### config.mk
export PLATFORM = sky130hd
export DESIGN_NAME = enable_sequencer
export DESIGN_NICKNAME = d
export VERILOG_FILES = /design/src/rtl/enable_seq_pkg.sv /design/src/rtl/enable_sequencer_gate.sv /design/src/rtl/enable_sequencer.sv
export SDC_FILE = /design/constraint.sdc
export NUM_CORES = 1
export LEC_CHECK = 0
export CAP_MARGIN = 30
export CELL_PAD_IN_SITES_DETAIL_PLACEMENT = 0
export CELL_PAD_IN_SITES_GLOBAL_PLACEMENT = 1
export CORE_ASPECT_RATIO = 1.2
export CORE_MARGIN = 1.5
export CORE_UTILIZATION = 25
export DETAILED_ROUTE_END_ITERATION = 6
export GPL_TIMING_DRIVEN = 0
export HOLD_SLACK_MARGIN = 0.06
export MAX_ROUTING_LAYER = met4
export PLACE_DENSITY = 0.79
export SLEW_MARGIN = 20
export SYNTH_ARGS = -nofsm -noshare
export SYNTH_HDL_FRONTEND = slang
export SYNTH_SLANG_ARGS = --single-unit
### constraint.sdc
create_clock -name clk -period 2.9 [get_ports clk]
set_clock_uncertainty 0.05 [all_clocks]
set_input_delay 0.58 -clock clk [delete_from_list [all_inputs] [get_ports clk]]
set_output_delay 0.58 -clock clk [all_outputs]
set_load 0.03 [all_outputs]
### src/rtl/enable_seq_pkg.sv
// enable_seq_pkg: shared types and helpers for the enable_sequencer block.
// The sequencer FSM states and the level-to-thermometer helper live here so
// the top level and any future siblings agree on encoding.
package enable_seq_pkg;

    // Upper bound on channel count supported by therm(); widen if needed.
    localparam int unsigned MAX_CHANNELS = 32;

    typedef enum logic [1:0] {
        IDLE = 2'd0,
        UP   = 2'd1,
        ON   = 2'd2,
        DOWN = 2'd3
    } seq_state_t;

    // Thermometer code of lvl over n channels: bit k set when k < lvl.
    function automatic logic [MAX_CHANNELS-1:0] therm(input int unsigned lvl,
                                                      input int unsigned n);
        logic [MAX_CHANNELS-1:0] t;
        t = '0;
        for (int unsigned k = 0; k < MAX_CHANNELS; k++) begin
            if ((k < lvl) && (k < n)) begin
                t[k] = 1'b1;
            end
        end
        return t;
    endfunction

endpackage

### src/rtl/enable_sequencer_gate.sv
// enable_gate_reg: one channel's WIDTH-bit registered AND gate.
// The gate value is sampled from the sequencer's registered channel state,
// so data reaches the output one cycle after in, and one cycle after the
// channel turns on.
module enable_gate_reg #(
    parameter int WIDTH = 8
) (
    input  logic             clk,
    input  logic             reset,
    input  logic             en_i,
    input  logic [WIDTH-1:0] d_i,
    output logic [WIDTH-1:0] q_o
);

    logic [WIDTH-1:0] q_q;

    // Register the gated data; reset forces the channel output low at once.
    always_ff @(posedge clk) begin
        // NOTE: sequential state uses non-blocking (<=) so every flop samples
        // pre-edge values regardless of statement order.
        if (reset) begin
            q_q <= '0;
        end else begin
            q_q <= d_i & {WIDTH{en_i}};
        end
    end

    assign q_o = q_q;

endmodule

### src/rtl/enable_sequencer.sv
// enable_sequencer: soft-start/soft-stop gate for CHANNELS buses of WIDTH
// bits behind one shared enable. Channels turn on one at a time STEP_CYCLES
// apart and turn off in reverse order; a request reversal mid-ramp turns
// around immediately without losing a step.
// Optional feature: define ENABLE_SEQ_MASK_EN to add a ch_mask input that
// holds selected channels off while keeping their time slot in the sequence.
module enable_sequencer
    import enable_seq_pkg::*;
#(
    parameter int WIDTH       = 8,
    parameter int CHANNELS    = 4,
    parameter int STEP_CYCLES = 4
) (
    input  logic                      clk,
    input  logic                      reset,
    input  logic                      enable,
`ifdef ENABLE_SEQ_MASK_EN
    input  logic [CHANNELS-1:0]       ch_mask,
`endif
    input  logic [CHANNELS*WIDTH-1:0] in,
    output logic [CHANNELS*WIDTH-1:0] out,
    output logic [CHANNELS-1:0]       ch_active,
    output logic                      busy,
    output logic                      done
);

    localparam int LVL_W = $clog2(CHANNELS + 1);
    localparam int CNT_W = (STEP_CYCLES > 1) ? $clog2(STEP_CYCLES) : 1;

    localparam logic [LVL_W-1:0] LVL_MAX  = LVL_W'(CHANNELS);
    localparam logic [LVL_W-1:0] LVL_ONE  = LVL_W'(1);
    localparam logic [CNT_W-1:0] CNT_LAST = CNT_W'(STEP_CYCLES - 1);
    localparam logic [CNT_W-1:0] CNT_ONE  = CNT_W'(1);

    seq_state_t          state_q, state_d;
    logic [LVL_W-1:0]    lvl_q, lvl_d;
    logic [CNT_W-1:0]    step_cnt_q, step_cnt_d;
    logic [CHANNELS-1:0] ch_active_q, ch_active_d;
    logic                busy_q, done_q;

    logic [LVL_W-1:0]    lvl_inc, lvl_dec;

    assign lvl_inc = lvl_q + LVL_ONE;
    assign lvl_dec = lvl_q - LVL_ONE;

    // Next level, step count and state from the current state and request.
    always_comb begin
        // NOTE: every output of this block gets a default first, so no path
        // leaves a value unassigned and no latch is inferred.
        state_d    = state_q;
        lvl_d      = lvl_q;
        step_cnt_d = step_cnt_q;

        unique case (state_q)
            IDLE: begin
                if (enable) begin
                    lvl_d      = LVL_ONE;
                    step_cnt_d = '0;
                    state_d    = (CHANNELS == 1) ? ON : UP;
                end
            end
            UP: begin
                if (enable) begin
                    if (step_cnt_q == CNT_LAST) begin
                        step_cnt_d = '0;
                        lvl_d      = lvl_inc;
                        if (lvl_inc == LVL_MAX) begin
                            state_d = ON;
                        end
                    end else begin
                        step_cnt_d = step_cnt_q + CNT_ONE;
                    end
                end else begin
                    // Reverse on this edge: drop the newest channel now.
                    lvl_d      = lvl_dec;
                    step_cnt_d = '0;
                    state_d    = (lvl_dec == '0) ? IDLE : DOWN;
                end
            end
            ON: begin
                if (!enable) begin
                    lvl_d      = LVL_MAX - LVL_ONE;
                    step_cnt_d = '0;
                    state_d    = (CHANNELS == 1) ? IDLE : DOWN;
                end
            end
            DOWN: begin
                if (!enable) begin
                    if (step_cnt_q == CNT_LAST) begin
                        step_cnt_d = '0;
                        lvl_d      = lvl_dec;
                        if (lvl_dec == '0) begin
                            state_d = IDLE;
                        end
                    end else begin
                        step_cnt_d = step_cnt_q + CNT_ONE;
                    end
                end else begin
                    // Reverse on this edge: bring the last channel back now.
                    lvl_d      = lvl_inc;
                    step_cnt_d = '0;
                    state_d    = (lvl_inc == LVL_MAX) ? ON : UP;
                end
            end
            default: begin
                state_d    = IDLE;
                lvl_d      = '0;
                step_cnt_d = '0;
            end
        endcase
    end

    // Channel gate pattern for the next level; masked channels never open
    // but still occupy their slot because the level keeps counting.
`ifdef ENABLE_SEQ_MASK_EN
    assign ch_active_d = CHANNELS'(therm(32'(lvl_d), CHANNELS)) & ~ch_mask;
`else
    assign ch_active_d = CHANNELS'(therm(32'(lvl_d), CHANNELS));
`endif

    // FSM registers plus outputs registered from the next state so busy,
    // done and ch_active change on the same edge.
    always_ff @(posedge clk) begin
        if (reset) begin
            state_q     <= IDLE;
            lvl_q       <= '0;
            step_cnt_q  <= '0;
            ch_active_q <= '0;
            busy_q      <= 1'b0;
            done_q      <= 1'b0;
        end else begin
            state_q     <= state_d;
            lvl_q       <= lvl_d;
            step_cnt_q  <= step_cnt_d;
            ch_active_q <= ch_active_d;
            busy_q      <= (state_d == UP) || (state_d == DOWN);
            done_q      <= (state_d == ON);
        end
    end

    // One registered AND gate per channel, driven by the pre-edge gate state.
    for (genvar k = 0; k < CHANNELS; k++) begin : g_gate
        enable_gate_reg #(
            .WIDTH (WIDTH)
        ) u_gate (
            .clk   (clk),
            .reset (reset),
            .en_i  (ch_active_q[k]),
            .d_i   (in[k*WIDTH +: WIDTH]),
            .q_o   (out[k*WIDTH +: WIDTH])
        );
    end

    assign ch_active = ch_active_q;
    assign busy      = busy_q;
    assign done      = done_q;

endmodule
==> flow_summary_export.csv, run 1 <==
group,metric,value,unit
critical_path,arrival,1.55,ns
logic_synthesis,yosysWarningCount,0,
sta,timing.final.crit_share,75.2,%
layout,fillers,637,
layout,insertedDiodeCount,0,
critical_path,rrSetupSlack,1.02,ns
drt,initialDrtViolationCount,19,
critical_path,crit_path_start,"lvl_q[2]",
clock_network,numCtsBuffers,5,
floorplan,num_rows,31,
sta,slew_violations,0,
floorplan,io-pin-count,73,
drt,num_vias,1264,
placed_design,post-dp-hpwl,2650,um
floorplan,core_area,6050,sq um
clock_network,cts_resized,0,
power,comb_power_share,27.8,%
drt,viasPerCell,3.96,
floorplan,dieArea,6760,sq um
drt,ant_nets,0,
sta,fmax,458,MHz
power,switching_share,29.3,%
logic_synthesis,synthCells,157,
sta,tightest_slew,0.488,ns
layout,area_growth,57.9,%
power,irDropWorstVdd,0.250,mV
power,internal_power,1.00,mW
logic_synthesis,ys_seq_elements,43,
clock_network,hold_buffers,0,
layout,drive_above_1_share,7.17,%
power,p_seq_share,46.8,%
drt,post_drt_wl_per_cell,10.8,um
clock_network,h-tree-depth,2,
global_route,use_met1,11.6,%
global_route,grt_pass1_wl,5580,um
power,pwr-share-clk,25.5,%
placed_design,io_buffers,72,
power,power.switching,0.415,mW
power,finalPower,1.42,mW
logic_synthesis,yosysUniqueCellTypes,33,
floorplan,die_h,89.8,um
clock_network,root_buffer,"clkbuf_8",
run_status,status,"finished clean",
sta,setup_viol,0,
critical_path,worstRegToRegCells,7,
power,leakage,0.977,nW
clock_network,cts_tree,"done",
critical_path,cp_max_fo,6,
min_path,hp-start,"step_cnt_q[1]",
min_path,hold_depth,2,
global_route,grt_antenna_before_repair,0,
global_route,track_usage,11.0,%
floorplan,start_util,25.9,%
global_route,grt_max_degree,14,
logic_synthesis,syn-cell-area,1570,sq um
critical_path,worstSetupPathType,"flop to output pin",
sta,period_minus_slack,2.18,ns
run,drv_cap,0,
logic_synthesis,avgSynthCellArea,9.99,sq um
critical_path,rr_endpoint,"ch_active[0]",
layout,nNetsFinal,276,
sta,maxSlewHeadroom,67.4,%
global_route,grt_overflow,0,
clock_network,clock_path_buffers,2,
logic_synthesis,ys_seq_area_share,54.9,%
drt,routed_wl,3430,um
drt,drcViolationCount,0,
drt,drtPass1Iterations,4,
sta,rsz0062_at_grt,"false",
placed_design,place_congestion,0.849,
sta,tns,0,ns
critical_path,cp.required,2.27,ns
min_path,hp-class,"flop to flop",
clock_network,postCtsSetupBuffers,0,
sta,hold_violations,0,
critical_path,worstSetupEndpointType,"output pin",
critical_path,crit_path_start_kind,"flop",
floorplan,die_w,75.3,um
clock_network,cts.sinks,43,
logic_synthesis,synthesis.nets,197,
critical_path,reg2reg_from,"lvl_q[0]",
global_route,gr-usage-met3,2.69,%
power,p_per_area,573,nW/um^2
clock_network,clk_pin_slew_worst_paths,0.08,ns
min_path,hold_path_end,"step_cnt_q[1]",
global_route,grt.met2_usage,18.8,%
clock_network,insertion_delay,0.29,ns
global_route,gr-max-usage-layer,"met2",
global_route,grt_pass1_vias,1245,
cell usage after synthesis, drive strengths merged:
cell / count / area (sq um)
nor3: 1 / 5.00
a21oi: 7 / 35.0
o31ai: 1 / 12.5
a221o: 1 / 10.0
a221oi: 1 / 8.76
nor3b: 1 / 7.51
or2: 1 / 6.26
clkbuf: 2 / 7.51
nor2b: 4 / 25.0
nand2b: 1 / 6.26
o22ai: 1 / 6.26
nor2: 8 / 30.0
xor2: 2 / 17.5
o211ai: 2 / 15.0
a211o: 1 / 8.76
ha: 5 / 62.6
nand2: 12 / 45.0
and2: 33 / 206
a311o: 1 / 10.0
inv: 7 / 26.3
dfxtp: 43 / 861
nor4b: 1 / 8.76
xnor2: 4 / 35.0
nand3: 3 / 15.0
a22o: 1 / 8.76
o21ai: 2 / 13.8
o2bb2ai: 1 / 8.76
buf: 7 / 45.0
and3: 1 / 6.26
a21boi: 1 / 7.51
a31oi: 1 / 6.26
layout make-up:
cell class / count / area (sq um) / share of cell area, %
flip-flops and latches: 43 / 861 / 34.8
plain buffers: 9 / 52.6 / 2.12
clock buffers: 6 / 72.6 / 2.93
clock inverters: 2 / 12.5 / 0.505
multi-input cells: 98 / 628 / 25.4
well taps: 82 / 103 / 4.14
inverters: 7 / 26.3 / 1.06
repair buffers: 72 / 721 / 29.1
how the worst max path moves through the flow:
| stage | endpoint | slack, ns | cells after the start |
|---|---|---|---|
| final | ch_active[3] | 0.72 | 2 |
| after global routing | ch_active[3] | 0.64 | 2 |
| after CTS | ch_active[3] | 0.71 | 2 |
| after detailed placement | ch_active[2] | 0.52 | 6 |
| after global placement | ch_active[2] | 0.50 | 6 |
| after floorplan | ch_active[2] | 1.16 | 5 |
state kept, by name (all words and copies together), names as in the netlist:
register,cells
lvl_q,3
step_cnt_q,2
ch_active,3
busy,1
done,1
g_gate.u_gate.q_o,32
state_q,1
cells in the final DEF, fill, tap and decap left out, types with 2 or more instances in the layout:
cell type and n:
clkdlybuf4s50_1 72, dfxtp_1 43, and2_1 33, nand2_1 12, nor2_1 8, inv_1 7, a21oi_1 7, ha_1 5
clkbuf_8 5, xnor2_1 4, nor2b_1 4, buf_4 4, clkbuf_1 3, buf_2 3, nand3_1 3, xor2_1 2
o211ai_1 2
logic make-up after synthesis:
| kind of cell | share of synthesized area [%] |
|---|---|
| and+or+nand+nor | 23.1 |
| DFF | 54.9 |
| xor gates and xnor gates | 3.35 |
| AOI/OAI and AO/OA | 9.66 |
| buffers and inverters | 5.03 |
| adders and majority gates | 3.99 |
layer usage:
layer | share of wire, % | vias up
met2 | 50 | 44
met5 | 0 | -
met1 | 42 | 555
met3 | 6.9 | 4
met4 | 1.7 | 0
li1 | - | 661
power by group through the flow:
stage	registers, mW	logic (mW)	clock network (mW)
4_1_cts	0.664	0.399	0.381
3_5_place_dp	0.677	0.397	0
6_report	0.663	0.394	0.361
3_3_place_gp	0.676	0.395	0
5_1_grt	0.671	0.426	0.410
2_1_floorplan	0.742	0.170	0
per-stage QoR:
| step | hold WS [ns] | cell area [sq um] | cells | utilization [%] | setup WS, ns |
|---|---|---|---|---|---|
| 2_1_floorplan | 0.386 | 1570 | 157 | - | 1.16 |
| 3_3_place_gp | 0.397 | 2390 | 311 | 39.5 | 0.500 |
| 3_5_place_dp | 0.400 | 2390 | 311 | 39.5 | 0.517 |
| 4_1_cts | 0.420 | 2480 | 319 | 40.9 | 0.706 |
| 5_1_grt | 0.454 | 2480 | 319 | 40.9 | 0.641 |
| 6_report | 0.417 | 2480 | 319 | 40.9 | 0.718 |
critical path, cell delays in order, from the launching register on:
cell	delay [ns]
dfxtp_1	0.46
buf_4	0.15
clkdlybuf4s50_1	0.66
No activity file was read; power rests on OpenSTA's default activity.
==> run 2, diff against run 1 <==
clock period = 2.1 ns   (was 2.9 ns; I/O delays follow)
==> results of run 2 <==
The final DEF is identical to that of run 1. Status: finished clean.
Main changes from that run: setup slack after placement 0.517 ns -> -0.123 ns; setup slack after layout 0.718 ns -> 0.0781 ns; register-to-register setup slack 1.02 ns -> 0.22 ns; total power 1.42 mW -> 1.96 mW; worst IR drop on VDD 0.250 mV -> 0.345 mV
